File: src/rtl/mem_stage_pkg.sv
// Shared types and helpers for the MIPS memory-access stage:
// dump FSM states, access-size encoding, lane masks and load extension.
package mem_stage_pkg;

  typedef enum logic [1:0] {
    ST_IDLE = 2'd0,
    ST_DUMP = 2'd1,
    ST_DONE = 2'd2
  } dump_state_t;

  typedef enum logic [1:0] {
    SZ_NONE = 2'd0,
    SZ_BYTE = 2'd1,
    SZ_HALF = 2'd2,
    SZ_WORD = 2'd3
  } access_size_t;

  localparam int NB_LANE   = 8;
  localparam int NUM_LANES = 4;

  function automatic access_size_t size_sel(input logic byte_en, input logic half_en,
                                            input logic word_en);
    access_size_t sz;
    if (word_en) begin
      sz = SZ_WORD;
    end else if (half_en) begin
      sz = SZ_HALF;
    end else if (byte_en) begin
      sz = SZ_BYTE;
    end else begin
      sz = SZ_NONE;
    end
    return sz;
  endfunction

  function automatic logic [NUM_LANES-1:0] lane_mask(input access_size_t sz, input logic [1:0] lane);
    logic [NUM_LANES-1:0] m;
    case (sz)
      SZ_WORD: m = 4'b1111;
      SZ_HALF: m = lane[1] ? 4'b1100 : 4'b0011;
      SZ_BYTE: m = 4'b0001 << lane;
      default: m = 4'b0000;
    endcase
    return m;
  endfunction

  // Replicate the store operand so every lane sees the bytes it may receive.
  function automatic logic [31:0] store_align(input access_size_t sz, input logic [31:0] data);
    logic [31:0] d;
    case (sz)
      SZ_WORD: d = data;
      SZ_HALF: d = {2{data[15:0]}};
      SZ_BYTE: d = {4{data[7:0]}};
      default: d = data;
    endcase
    return d;
  endfunction

  function automatic logic [31:0] extend_load(input access_size_t sz, input logic [1:0] lane,
                                              input logic sgn, input logic [31:0] word);
    logic [15:0] h;
    logic [7:0]  b;
    logic [31:0] r;
    h = lane[1] ? word[31:16] : word[15:0];
    case (lane)
      2'd0:    b = word[7:0];
      2'd1:    b = word[15:8];
      2'd2:    b = word[23:16];
      default: b = word[31:24];
    endcase
    case (sz)
      SZ_WORD: r = word;
      SZ_HALF: r = {{16{sgn & h[15]}}, h};
      SZ_BYTE: r = {{24{sgn & b[7]}}, b};
      default: r = 32'h0000_0000;
    endcase
    return r;
  endfunction

endpackage

File: src/rtl/mem_stage_data_memory.sv
// Byte-lane-writable data RAM: one synchronous write port and two
// asynchronous read ports (pipeline load and memory dump).
module data_memory
  import mem_stage_pkg::*;
#(
  parameter int NB_DATA = 32,
  parameter int NB_ADDR = 5
) (
  input  logic                 clock,
  input  logic [NUM_LANES-1:0] we_mask,
  input  logic [NB_ADDR-1:0]   wr_addr,
  input  logic [NB_DATA-1:0]   wr_data,
  input  logic [NB_ADDR-1:0]   rd_addr,
  output logic [NB_DATA-1:0]   rd_data,
  input  logic [NB_ADDR-1:0]   dump_addr,
  output logic [NB_DATA-1:0]   dump_data
);

  localparam int DEPTH = 1 << NB_ADDR;

  logic [NB_DATA-1:0] mem_r [DEPTH];

  // Per-lane write; contents deliberately survive reset.
  always_ff @(posedge clock) begin
    for (int l = 0; l < NUM_LANES; l++) begin
      if (we_mask[l]) begin
        mem_r[wr_addr][NB_LANE*l +: NB_LANE] <= wr_data[NB_LANE*l +: NB_LANE];
      end
    end
  end

  assign rd_data   = mem_r[rd_addr];
  assign dump_data = mem_r[dump_addr];

endmodule

File: src/rtl/mem_stage.sv
// MIPS MEM stage: data memory access with load extension, branch resolution
// and a valid/ready memory-dump sequencer for the debug unit.
module mem_stage
  import mem_stage_pkg::*;
#(
  parameter int NB_PC   = 32,
  parameter int NB_ADDR = 5
) (
  input  logic               i_clock,
  input  logic               i_reset,
  input  logic               MEM_mem_read,
  input  logic               MEM_mem_write,
  input  logic               MEM_byte_en,
  input  logic               MEM_halfword_en,
  input  logic               MEM_word_en,
  input  logic               MEM_signed,
  input  logic [NB_PC-1:0]   MEM_alu_result,
  input  logic [NB_PC-1:0]   MEM_data_a,
  input  logic               MEM_branch,
  input  logic               MEM_zero,
  output logic [NB_PC-1:0]   o_read_data,
  output logic               o_pc_src,
  input  logic               i_dump_start,
  input  logic               i_dump_ready,
  output logic               o_dump_valid,
  output logic [NB_ADDR-1:0] o_dump_addr,
  output logic [NB_PC-1:0]   o_dump_data,
  output logic               o_dump_done
);

  localparam logic [NB_ADDR-1:0] LAST_IDX = {NB_ADDR{1'b1}};
  localparam logic [NB_ADDR-1:0] ONE_IDX  = {{(NB_ADDR-1){1'b0}}, 1'b1};

  access_size_t         size_s;
  logic [NB_ADDR-1:0]   word_idx_s;
  logic [1:0]           lane_s;
  logic [NUM_LANES-1:0] we_mask_s;
  logic [NB_PC-1:0]     rd_word_s;
  logic                 unused_addr_s;

  dump_state_t          state_r, state_nxt_s;
  logic [NB_ADDR-1:0]   cnt_r, cnt_nxt_s;
  logic                 valid_r, done_r;

  assign size_s        = size_sel(MEM_byte_en, MEM_halfword_en, MEM_word_en);
  assign word_idx_s    = MEM_alu_result[NB_ADDR+1:2];
  assign lane_s        = MEM_alu_result[1:0];
  assign we_mask_s     = MEM_mem_write ? lane_mask(size_s, lane_s) : 4'b0000;
  // Upper address bits wrap away by design.
  assign unused_addr_s = ^MEM_alu_result[NB_PC-1:NB_ADDR+2];

  data_memory #(
    .NB_DATA (NB_PC),
    .NB_ADDR (NB_ADDR)
  ) u_data_memory (
    .clock     (i_clock),
    .we_mask   (we_mask_s),
    .wr_addr   (word_idx_s),
    .wr_data   (store_align(size_s, MEM_data_a)),
    .rd_addr   (word_idx_s),
    .rd_data   (rd_word_s),
    .dump_addr (cnt_r),
    .dump_data (o_dump_data)
  );

  assign o_read_data = MEM_mem_read ? extend_load(size_s, lane_s, MEM_signed, rd_word_s)
                                    : {NB_PC{1'b0}};
  assign o_pc_src    = MEM_branch & MEM_zero;

  // Dump sequencer next state and word counter.
  always_comb begin
    state_nxt_s = state_r;
    cnt_nxt_s   = cnt_r;
    case (state_r)
      ST_IDLE: begin
        if (i_dump_start) begin
          state_nxt_s = ST_DUMP;
          cnt_nxt_s   = {NB_ADDR{1'b0}};
        end else begin
          state_nxt_s = ST_IDLE;
        end
      end
      ST_DUMP: begin
        if (i_dump_ready && (cnt_r == LAST_IDX)) begin
          state_nxt_s = ST_DONE;
          cnt_nxt_s   = {NB_ADDR{1'b0}};
        end else if (i_dump_ready) begin
          cnt_nxt_s   = cnt_r + ONE_IDX;
        end else begin
          cnt_nxt_s   = cnt_r;
        end
      end
      ST_DONE: begin
        state_nxt_s = ST_IDLE;
        cnt_nxt_s   = {NB_ADDR{1'b0}};
      end
      default: begin
        state_nxt_s = ST_IDLE;
        cnt_nxt_s   = {NB_ADDR{1'b0}};
      end
    endcase
  end

  // Dump state, counter and registered handshake outputs.
  always_ff @(posedge i_clock or posedge i_reset) begin
    if (i_reset) begin
      state_r <= ST_IDLE;
      cnt_r   <= {NB_ADDR{1'b0}};
      valid_r <= 1'b0;
      done_r  <= 1'b0;
    end else begin
      state_r <= state_nxt_s;
      cnt_r   <= cnt_nxt_s;
      valid_r <= (state_nxt_s == ST_DUMP);
      done_r  <= (state_nxt_s == ST_DONE);
    end
  end

  assign o_dump_valid = valid_r;
  assign o_dump_done  = done_r;
  assign o_dump_addr  = cnt_r;

endmodule

File: config.mk
export PLATFORM = sky130hd
export DESIGN_NAME = mem_stage
export DESIGN_NICKNAME = d
export VERILOG_FILES = /design/src/rtl/mem_stage_pkg.sv /design/src/rtl/mem_stage_data_memory.sv /design/src/rtl/mem_stage.sv
export SDC_FILE = /design/constraint.sdc
export NUM_CORES = 1
export LEC_CHECK = 0
export BUFFER_PORTS_ARGS = -buffer_cell sky130_fd_sc_hd__buf_4
export CORE_AREA = 2 2 381 308
export DETAILED_ROUTE_END_ITERATION = 6
export DIE_AREA = 0 0 383 310
export GPL_TIMING_DRIVEN = 0
export SLEW_MARGIN = 20
export SYNTH_ARGS = -nofsm -noshare
export SYNTH_HDL_FRONTEND = slang
export SYNTH_HIERARCHICAL = 1
export SYNTH_SLANG_ARGS = --single-unit
File: constraint.sdc
create_clock -name i_clock -period 5.7 [get_ports i_clock]
set_input_delay 0.285 -clock i_clock [delete_from_list [all_inputs] [get_ports i_clock]]
set_output_delay 0.285 -clock i_clock [all_outputs]
set_load 0.005 [all_outputs]
==> flow_summary.yaml <==
min_path:
  whs_path_depth: 1
  hold_path.class: "in -> reg"
  min-delay-start: "MEM_data_a[0]"
  hold-path-endpoint: "u_data_memory/mem_r[27][0]"
global_route:
  grt_usage_pct: 33.1
  antenna_found_initial: 13
  grt_pass1_vias: 34100
  grt_max_degree: 36
  grt_pass1_wl_um: 270000
  grt-ovfl-total: 0
power:
  switchingPower_w: 0.00873
  p_int_w: 0.0157
  p_per_area_nw_per_um2: 417
  clockPowerShare_pct: 30.4
  switching_share_pct: 35.7
  p_leak_nw: 21.0
  vdd_drop_max_uv: 271
  pwr-share-seq_pct: 35.4
  combPwrFrac_pct: 34.2
timing:
  fin_skew_ns: 0.00295
  max-slew-margin-rel_pct: 16.1
  setup_tns_ns: 0
  worst_hold_slack_ns: 0.0458
  period_needed_ns: 5.53
  maxSlewViolCount: 0
  hold_viol_final: 0
  rsz0062_at_grt: "false"
  worstMarginPinSlew_ns: 1.25
  finalSetupViolCount: 0
  post-route-period-util_pct: 97.0
  worst_slack_ns: 0.169
  fmax_ghz: 0.181
setup_path:
  worst_ep_arrival_time_ns: 5.25
  crit_slowest_cell: "buf_1"
  critPathBufInv: 6
  r2r_start: "o_dump_addr[0]"
  required_ns: 5.41
  cp_slowest_stage_delay_ns: 0.86
  r2r_setup_slack_ns: 3.61
  critPathCaptureType: "output port"
  path_class: "in -> out"
  r2r_cells: 6
  crit_fanout: 12
  rr_endpoint: "o_dump_addr[3]"
  worstSetupStartpointType: "input port"
  crit_chain: "buf_4, nor2_1, buf_2, buf_2, buf_1, nand2_1, a31oi_1, nand3_1, mux2_4, a22oi_4, buf_6, o22ai_1, buf_4"
  critical-path-top-delay-family: "buffers and inverters"
clock_network:
  clock_sinks: 1033
  clkTransAtPathRegs_ns: 0.06
  postCtsSetupRepairBufs: 0
  cts-buffers-inserted: 108
  cts_buffer_depth: 3
  clk_latency_ns: 0.71
  h-tree-depth: 3
  cts_tree: "done"
  cts_root_buffer: "clkbuf_16"
detailed_routing:
  routedWlPerCell_um: 35.4
  first_iter_violations: 5454
  vias: 36900
  drc: 0
  ant_nets: 0
  drt_pass1_iterations: 6
  routed_wl_um: 200000
  via_per_inst: 6.52
layout:
  fillCellCount: 9974
  finalNetCount: 4108
  final_common_cell: "mux2i_1"
  drive_gt1_share_pct: 12.5
  area_growth_pct: 14.1
  final_cell_mix: "mux2i_1 (1,026), edfxtp_1 (1,024), nand2_1 (229)"
  fin_util_pct: 50.8
floorplan:
  die_h_um: 310
  die_width_um: 383
  rows: 112
  io_pins: 148
  dieArea_um2: 119000
  start_util_pct: 44.5
  coreArea_um2: 115000
placement:
  place_congestion: 0.982
  port_buffers: 122
  hpwl_um: 146000
  pre_cts_slack_ns: 0.683
logic_synthesis:
  synth_warnings: 6
  postSynthAreaPerCell_um2: 13.6
  ys_seq_area_share_pct: 60.4
  synth_cell_types: 42
  synth_nets: 3855
  async_flop_share_pct: 0.871
  synth_area_um2: 51300
  ys_ff_latch: 1033
  synth_edf_count: 1024
  syn_inst: 3773
  yosys_most_used_dff: "edfxtp_1"
job:
  cap_violations: 0
outcome:
  status: "complete, no violations"
==> worst max-delay path by stage <==
stage	from	to	slack, ns	cells past startpoint
floorplan	MEM_halfword_en	u_data_memory/mem_r[0][21]	2.98	6
global placement	MEM_halfword_en	u_data_memory/mem_r[4][25]	0.35	7
detailed placement	MEM_alu_result[4]	o_read_data[22]	0.68	13
CTS	MEM_alu_result[4]	o_read_data[22]	0.67	13
global route	MEM_alu_result[4]	o_read_data[21]	0.33	13
finish	MEM_alu_result[4]	o_read_data[22]	0.17	13
==> cell usage after synthesis, types with 15 or more instances <==
library cell / number / area share, %
nor2_1: 50 / 0.37
inv_1: 16 / 0.12
a31oi_1: 71 / 0.87
buf_6: 46 / 1.0
a22oi_1: 209 / 3.1
o211ai_1: 15 / 0.22
mux2i_1: 1026 / 20
o22ai_1: 24 / 0.29
clkbuf_1: 106 / 0.78
buf_2: 69 / 0.67
buf_1: 16 / 0.12
a21oi_1: 212 / 2.1
nand2_1: 229 / 1.7
nor3_1: 64 / 0.62
and2_1: 135 / 1.6
buf_4: 51 / 0.75
nand3_1: 199 / 1.9
edfxtp_1: 1024 / 60
a22o_1: 138 / 2.4
==> flip-flops by register name (all words and copies together), names as in the netlist <==
| name | cells |
|---|---|
| o_dump_addr | 5 |
| o_dump_done | 1 |
| o_dump_valid | 1 |
| state_r | 2 |
| u_data_memory/mem_r | 1024 |
==> what timing repair did <==
| item | 4_1_cts | 5_1_grt |
|---|---|---|
| resized for setup | 0 | 0 |
| hold buffers | 3 | 0 |
| hold endpoints to repair | 12 | 0 |
==> power by group through the flow <==
stage	Sequential [W]	Combinational [W]	Clock (W)
finish	0.00865	0.00836	0.00742
global route	0.00865	0.00855	0.00778
CTS	0.00865	0.00813	0.00746
detailed placement	0.00881	0.00810	0
global placement	0.00883	0.00794	0
floorplan	0.00878	0.00436	0
==> cells by family after synthesis <==
kind of cell | count (synthesis) | share of synthesized area (%)
compound gates | 680 | 9.07
flops | 1033 | 60.4
fa+ha+maj | 6 | 0.146
mux | 1036 | 20.2
buf+inv | 308 | 3.50
simple gates | 710 | 6.69
==> metrics by stage <==
step,power (W),cells,cell area (um^2)
after floorplan,0.0131,3773,51300
after global placement,0.0168,5434,54200
after detailed placement,0.0169,5452,54800
after CTS,0.0242,5654,58500
after global routing,0.0250,5654,58500
final,0.0244,5658,58500
==> layer usage <==
metal  track usage [%]  vias to the layer above  part of all wire, %
met5                 0                        -                0.045
met1              46.9                    18800                   41
li1                  -                    15300                    -
met2              47.2                     2440                   41
met4              10.5                       12                  3.6
met3              11.7                      404                   14
==> final cells by class <==
| type | instances | area, um^2 | area share, % |
|---|---|---|---|
| clock buffers | 131 | 2870 | 4.91 |
| repair buffers | 143 | 1410 | 2.40 |
| well taps | 1539 | 1930 | 3.29 |
| flip-flops and latches | 1033 | 31000 | 52.9 |
| plain buffers | 292 | 1740 | 2.97 |
| inverters | 16 | 60.1 | 0.103 |
| clock inverters | 68 | 796 | 1.36 |
| multi-input cells | 2432 | 18800 | 32.1 |
| diodes | 4 | 10.0 | 0.0171 |
Power figures use the tool's default switching activity.
